$ cat src/rtl/block_plotter.sv
// Block plotter: queues block-draw requests and streams BLOCK x BLOCK pixels
// per request to a vga_adapter, clipping anything outside the 160x120 screen.
module block_plotter #(
  parameter int FIFO_DEPTH = 4,
  parameter int BLOCK      = 4
) (
  input  logic       clk,
  input  logic       reset,
  input  logic       clear,
  input  logic       req_valid,
  input  logic [7:0] req_x,
  input  logic [6:0] req_y,
  input  logic [2:0] req_colour,
  output logic       req_ready,
  output logic [7:0] x_out,
  output logic [6:0] y_out,
  output logic [2:0] colour_out,
  output logic       plot,
  output logic       busy,
  output logic       done
);

  localparam int AW   = (FIFO_DEPTH > 1) ? $clog2(FIFO_DEPTH) : 1;
  localparam int CW   = $clog2(FIFO_DEPTH + 1);
  localparam int NPIX = BLOCK * BLOCK;
  localparam int PW   = (NPIX > 1) ? $clog2(NPIX) : 1;
  localparam int LB   = $clog2(BLOCK);

  typedef enum logic [1:0] {
    IDLE = 2'd0,
    PLOT = 2'd1,
    DONE = 2'd2
  } state_t;

  typedef struct packed {
    logic [7:0] x;
    logic [6:0] y;
    logic [2:0] c;
  } req_t;

  state_t        state, state_next;
  req_t          mem [FIFO_DEPTH];
  logic [AW-1:0] wr_ptr, rd_ptr;
  logic [CW-1:0] count;
  logic          push, pop;

  logic [7:0]    bx;
  logic [6:0]    by;
  logic [2:0]    bc;
  logic [PW-1:0] p;
  logic [PW-1:0] col, row;
  logic [8:0]    x_sum;
  logic [7:0]    y_sum;
  logic          clip;

  // clear wins over both queue operations on the same edge.
  assign req_ready = (count < CW'(FIFO_DEPTH));
  assign push      = req_valid && req_ready && !clear;
  assign pop       = (state == IDLE) && (count != '0) && !clear;

  // NOTE: storage has no reset; only the pointers and occupancy define validity.
  always_ff @(posedge clk) begin
    if (push) mem[wr_ptr] <= '{x: req_x, y: req_y, c: req_colour};
  end

  // NOTE: sequential state uses non-blocking assignments so every register
  // sees pre-edge values, independent of block ordering.
  always_ff @(posedge clk or posedge reset) begin
    if (reset) begin
      wr_ptr <= '0;
      rd_ptr <= '0;
      count  <= '0;
    end else if (clear) begin
      wr_ptr <= '0;
      rd_ptr <= '0;
      count  <= '0;
    end else begin
      if (push) wr_ptr <= wr_ptr + 1'b1;
      if (pop)  rd_ptr <= rd_ptr + 1'b1;
      case ({push, pop})
        2'b10:   count <= count + 1'b1;
        2'b01:   count <= count - 1'b1;
        default: count <= count;
      endcase
    end
  end

  always_ff @(posedge clk or posedge reset) begin
    if (reset) state <= IDLE;
    else       state <= state_next;
  end

  // NOTE: the default assignment first keeps this block free of latches.
  always_comb begin
    state_next = state;
    if (clear) begin
      state_next = IDLE;
    end else begin
      case (state)
        IDLE:    if (count != '0) state_next = PLOT;
        PLOT:    if (p == PW'(NPIX - 1)) state_next = DONE;
        DONE:    state_next = IDLE;
        default: state_next = IDLE;
      endcase
    end
  end

  always_ff @(posedge clk or posedge reset) begin
    if (reset) begin
      bx <= '0;
      by <= '0;
      bc <= '0;
      p  <= '0;
    end else if (clear) begin
      p  <= '0;
    end else if (pop) begin
      bx <= mem[rd_ptr].x;
      by <= mem[rd_ptr].y;
      bc <= mem[rd_ptr].c;
      p  <= '0;
    end else if (state == PLOT) begin
      p  <= p + 1'b1;
    end
  end

  // One extra bit keeps the carry so wrapped coordinates are clipped too.
  assign col   = p & PW'(BLOCK - 1);
  assign row   = p >> LB;
  assign x_sum = {1'b0, bx} + 9'(col);
  assign y_sum = {1'b0, by} + 8'(row);
  assign clip  = (x_sum > 9'd159) || (y_sum > 8'd119);

  always_comb begin
    x_out      = '0;
    y_out      = '0;
    colour_out = '0;
    plot       = 1'b0;
    if (state == PLOT) begin
      x_out      = x_sum[7:0];
      y_out      = y_sum[6:0];
      colour_out = bc;
      plot       = !clip;
    end
  end

  assign busy = (state != IDLE) || (count != '0);
  assign done = (state == DONE);

endmodule

$ cat config.mk
export PLATFORM = sky130hd
export DESIGN_NAME = block_plotter
export DESIGN_NICKNAME = d
export VERILOG_FILES = /design/src/rtl/block_plotter.sv
export SDC_FILE = /design/constraint.sdc
export NUM_CORES = 1
export LEC_CHECK = 0
export BUFFER_PORTS_ARGS = -buffer_cell sky130_fd_sc_hd__clkbuf_2
export CAP_MARGIN = 20
export CORE_MARGIN = 10
export CORE_UTILIZATION = 30
export CTS_CLUSTER_SIZE = 16
export DETAILED_ROUTE_END_ITERATION = 8
export GPL_TIMING_DRIVEN = 0
export PLACE_DENSITY = 0.45
export SETUP_SLACK_MARGIN = 0.2
export SLEW_MARGIN = 20
export SYNTH_ARGS = -nofsm -noshare
export SYNTH_HDL_FRONTEND = slang
export SYNTH_SLANG_ARGS = --single-unit
$ cat constraint.sdc
create_clock -name clk -period 4.83 [get_ports clk]
set_input_delay 0.2415 -clock clk [delete_from_list [all_inputs] [get_ports clk]]
set_output_delay 0.2415 -clock clk [all_outputs]
set_load 0.05 [all_outputs]
---- Yosys cells after proc, flatten, opt, wreduce, memory -nomap -nowiden ----
Memories as Yosys holds them, arrays and structs flattened. A register that Yosys moved wholly into a read port is not among the register bits.
Cells that the tools add are included.
storage, ports and cells
  flip-flop bits (word level) ............. 13
  RAM bits ................................ 72
  memories ................................ 1
  word-level logic and storage cells ...... 60
memories
  name  words  width  rd ports  clocked after memory_dff  write ports  RTL line  source
  mem   4      18     1         1                         1            42        req_t mem [FIFO_DEPTH];
operators by class
  multiplexer cells ....................... 19
  bitwise logic cells ..................... 1
  reduce and logical (&&, ||, !) cells .... 17
  $lt $le $gt $ge ......................... 3
  add/sub/neg operators ................... 7
  equal/unequal tests ..................... 7
operator list
  operator                                                       count
  2-to-1 mux 2 bit                                               7
  2-to-1 mux 4 bit                                               3
  adder 8 x 2 -> 9 bit                                           1
  greater-than comparator 9 x 8 -> 1 bit, second input constant  1
  nonzero test 3 bit                                             3
  adder 7 x 2 -> 8 bit                                           1
  greater-than comparator 8 x 7 -> 1 bit, second input constant  1
  2-to-1 mux 8 bit                                               1
  2-to-1 mux 7 bit                                               1
  2-to-1 mux 3 bit                                               2
  case mux 3 bit (2 select lines)                                1
  nonzero test 2 bit                                             3
  adder 2 x 1 -> 2 bit, second input constant                    2
  adder 4 x 1 -> 4 bit, second input constant                    1
  == test 2 x 1 -> 1 bit, second input constant                  2
  == test 2 bit, second input constant                           2
  == test 4 bit, second input constant                           1
  logical AND 1 bit                                              4
  case mux 2 bit (2 select lines)                                1
  AND reduction 2 bit                                            2
  adder 3 x 1 -> 3 bit, second input constant                    1
  less-than comparator 3 bit, second input constant              1
  2-to-1 mux 1 bit                                               3
  != test 3 x 2 -> 1 bit, second input constant                  1
  other kinds (6)                                                8

---- Depth between registers and ports, before layout ----
  depth in word-level cells ............... 6
  depth in mapped cells ................... 8
  mapped depth without buffers ............ 8

---- Worst setup path before layout ----
Ideal clock, no wire load.
  kind .................................... register -> output
  start ................................... register p[0]
  end ..................................... output port plot
  arrival time ............................ 2.520 ns
  path buffers ............................ 0
  cell stages (with the launch flop) ...... 6
  data required time ...................... 4.589 ns
  path slack .............................. 2.068 ns
  cell sequence ........................... dfrtp_1 -> ha_1 -> fa_1 -> and3_1 -> nand4b_1 -> a2111oi_2
between the ends
  longest elaborated chain between the ends .. 5
ends and longest elaborated chain
  element                                 RTL line  source
  from (decl)                             50        logic [PW-1:0] p;
  from (signal assigned)                  122       p <= p + 1'b1;
  adder 8 x 2 -> 9 bit                    129       assign x_sum = {1'b0, bx} + 9'(col);
  greater-than comparator 9 x 8 -> 1 bit  131       assign clip = (x_sum > 9'd159) || (y_sum > 8'd119);
  logical OR 1 bit                        131
  logical NOT 1 bit                       142       plot = !clip;
  2-to-1 mux 1 bit                        138       if (state == PLOT) begin
  to (decl)                               18        output logic plot,
No other way between the ends.

---- Worst setup path in the final report ----
Same ends and word-level chain as after synthesis.

==> flow_summary.toml <==
[synthesis]
synth_seq_cells = 103
synthCells = 277
syn_area_per_cell_um2 = 16.4
postSynth.asyncResetShare = 0.301
ys_types = 40
synth_nets = 311
yosys_most_used_dff = "edfxtp_1"
synth_edf_count = 72
yosysSeqAreaShare = 0.646
netlist_area_mm2 = 0.00454
yosysWarningCount = 0

[worst_hold_path]
hold_path_class = "input pin to async pin"

[clocking]
tritoncts = "done"
cts_setup_buffers = 0
cts_buffers = 9
insertion_delay_ps = 350
clk_pin_slew_ps = 80
hold_buffers = 0
cts-root-buf = "clkbuf_16"
clock_path_buffers = 2
numClockSinks = 103
ctsResizeCount = 0
htree_levels = 3

[final_layout]
fill_cells = 1363
antennaDiodeCount = 0
finish.utilization = 0.361
area_growth_pct = 16.8
final_cells = 520
drive_gt1_frac = 0.333
final_nets = 365

[timing]
finalCritPeriodShare = 0.594
relSlewSlack = 0.461
fmax_ghz = 0.349
fin_worst_skew_ps = 9.10
min_period_ps = 2870
tightestPinTransition_ps = 808
rsz0062_at_grt = "false"
final-setup-viol-count = 0
hold_viol_final = 2
final_max_slew_viol_count = 0
fin_hold_ws_ps = -1.04
totalNegativeSetupSlack_ps = 0

[power_and_ir_drop]
power_per_cell_area_mw_per_mm2 = 580
swShare = 0.367
comb_power_share = 0.363
pwr-share-seq = 0.396
p_switching_mw = 1.13
peakVddDrop_v = 0.000174
p_leak_nw = 1.96
total_power_mw = 3.08
intPower_mw = 1.95
clockPowerShare = 0.241

[grt]
overflow = 0
grtUsageTotal = 0.0972
grt_pass1_vias = 2523
antenna_found_initial = 0
grt_max_degree = 32
grt_pass1_wl_mm = 14.7

[routing]
vias = 2477
totalWireLength_mm = 9.61
drt_iter0_drc = 100
dr.pass1.iters = 4
vias_per_cell = 4.76
antenna_left = 0
drt-wirelength-per-cell_um = 18.5
drc = 0

[setup_path]
crit_type = "flip-flop to output pin"
start_kind = "flip-flop"
crit_fanout = 4
crit_required_ps = 4590
arrival_ps = 2630
cp-end-kind = "output pin"

[floorplan]
die-area_mm2 = 0.0205
core-area_mm2 = 0.0147
rows = 44
start_util = 0.309
ios = 44
fp.dieH_um = 143
die_w_um = 143

[placed_design]
routabilityCongestion = 0.790
dp.cells = 504
place_hpwl_mm = 6.53
port_buffers = 42

[job]
cap_viol_max_count = 0

[run_status]
status = "complete, but fails checks"
failed_checks = "negative hold slack"
## final timing paths
path | from | endpoint | slack [ps] | cells after the start
max in group asynchronous | reset | by[1] | 4360 | 2
worst min register to register | bc[1] | bc[1] | 510 | 1
min in group clk | req_colour[0] | mem[2][0] | 110 | 1
worst min-delay path | reset | count[0] | -1 | 2
worst max-delay path | p[0] | plot | 1960 | 6
worst max register to register | count[2] | mem[1][10] | 2570 | 5
## layout by cell type (no fill, tap or decap), drive strengths merged, types with 2 or more instances in the layout
cell type	instances
mux4	18
nor2b	5
xor2	9
buf	7
inv	6
xnor2	8
o21ai	2
nor3	10
or3	3
nand2	11
clkbuf	56
dfrtp	31
clkinv	2
fa	3
nand2b	4
and2	12
nand3	10
a21oi	6
edfxtp	72
ha	9
nor2	18
nand4	2
a21o	2
mux2	19
clkinvlp	2
## through the flow
| stage | cell area (um2) | hold slack, ps | setup slack [ps] |
|---|---|---|---|
| after floorplan | 4540 | 340 | 2070 |
| after global placement | 4980 | 459 | 2240 |
| after detailed placement | 5000 | 405 | 2310 |
| after CTS | 5310 | 26.6 | 1910 |
| after global routing | 5310 | 65.6 | 1800 |
| final | 5310 | -1.04 | 1960 |
## per-layer routing
metal / vias to the layer above / routed length, um / GRT usage
met2: 48 / 4790 / 0.158
met4: 0 / 242 / 0.0532
met1: 1266 / 4200 / 0.117
met3: 16 / 378 / 0.0229
li1: 1147 / - / -
met5: - / 0 / 0
## power by group through the flow
stage                     Combinational, mW  Sequential [mW]  Clock, mW
after floorplan                       0.893             1.20          0
after global placement                 1.13             1.23          0
after detailed placement               1.14             1.24          0
after CTS                              1.15             1.22      0.764
after global routing                   1.21             1.24      0.795
final                                  1.12             1.22      0.742
## state kept, by name, summed over array words and instances (netlist names)
name,cells
bx,8
wr_ptr,2
count,3
state,2
by,7
rd_ptr,2
bc,3
p,4
mem,72
## critical path: stages (launching register included)
cell and delay (ps):
dfrtp_1 430, ha_1 230, fa_1 460, and3_1 200
nand4b_1 190, a2111oi_2 430, clkbuf_2 350
## layout make-up
type,instances,area (um2),share of cell area
flip-flops and latches,103,2940,0.553
multi-input cells,159,1520,0.287
well taps,184,230,0.0434
clock buffers,9,225,0.0424
repair buffers,43,225,0.0424
clock inverters,7,80.1,0.0151
plain buffers,11,72.6,0.0137
inverters,4,15.0,0.00283
## cells by family (layout without fill, tap and decap cells)
logic type               after synthesis  after routing  synth area share
buffers and inverters                 15             74            0.0193
flip-flops                           103            103             0.646
XOR/XNOR                              17             17            0.0328
adder cells (fa/ha/maj)               12             12            0.0380
AO/OA/AOI/OAI                         14             14            0.0212
multiplexers                          38             38             0.147
AND/OR/NAND/NOR                       78             78            0.0955
## Yosys cell counts (3+ instances only)
library cell | count | area (um2)
a21oi_1 | 6 | 30.0
and2_1 | 12 | 75.1
buf_2 | 4 | 20.0
clkbuf_1 | 4 | 15.0
dfrtp_1 | 31 | 776
edfxtp_1 | 72 | 2160
fa_1 | 3 | 60.1
ha_1 | 9 | 113
inv_1 | 4 | 15.0
mux2_2 | 9 | 101
mux2_4 | 10 | 150
mux4_2 | 18 | 405
nand2_1 | 10 | 37.5
nand2b_1 | 4 | 25.0
nand3_1 | 10 | 50.1
nor2_1 | 17 | 63.8
nor2b_1 | 5 | 31.3
nor3_1 | 9 | 45.0
xnor2_1 | 8 | 70.1
xor2_1 | 9 | 78.8
No activity file was read; power rests on OpenSTA's default activity.
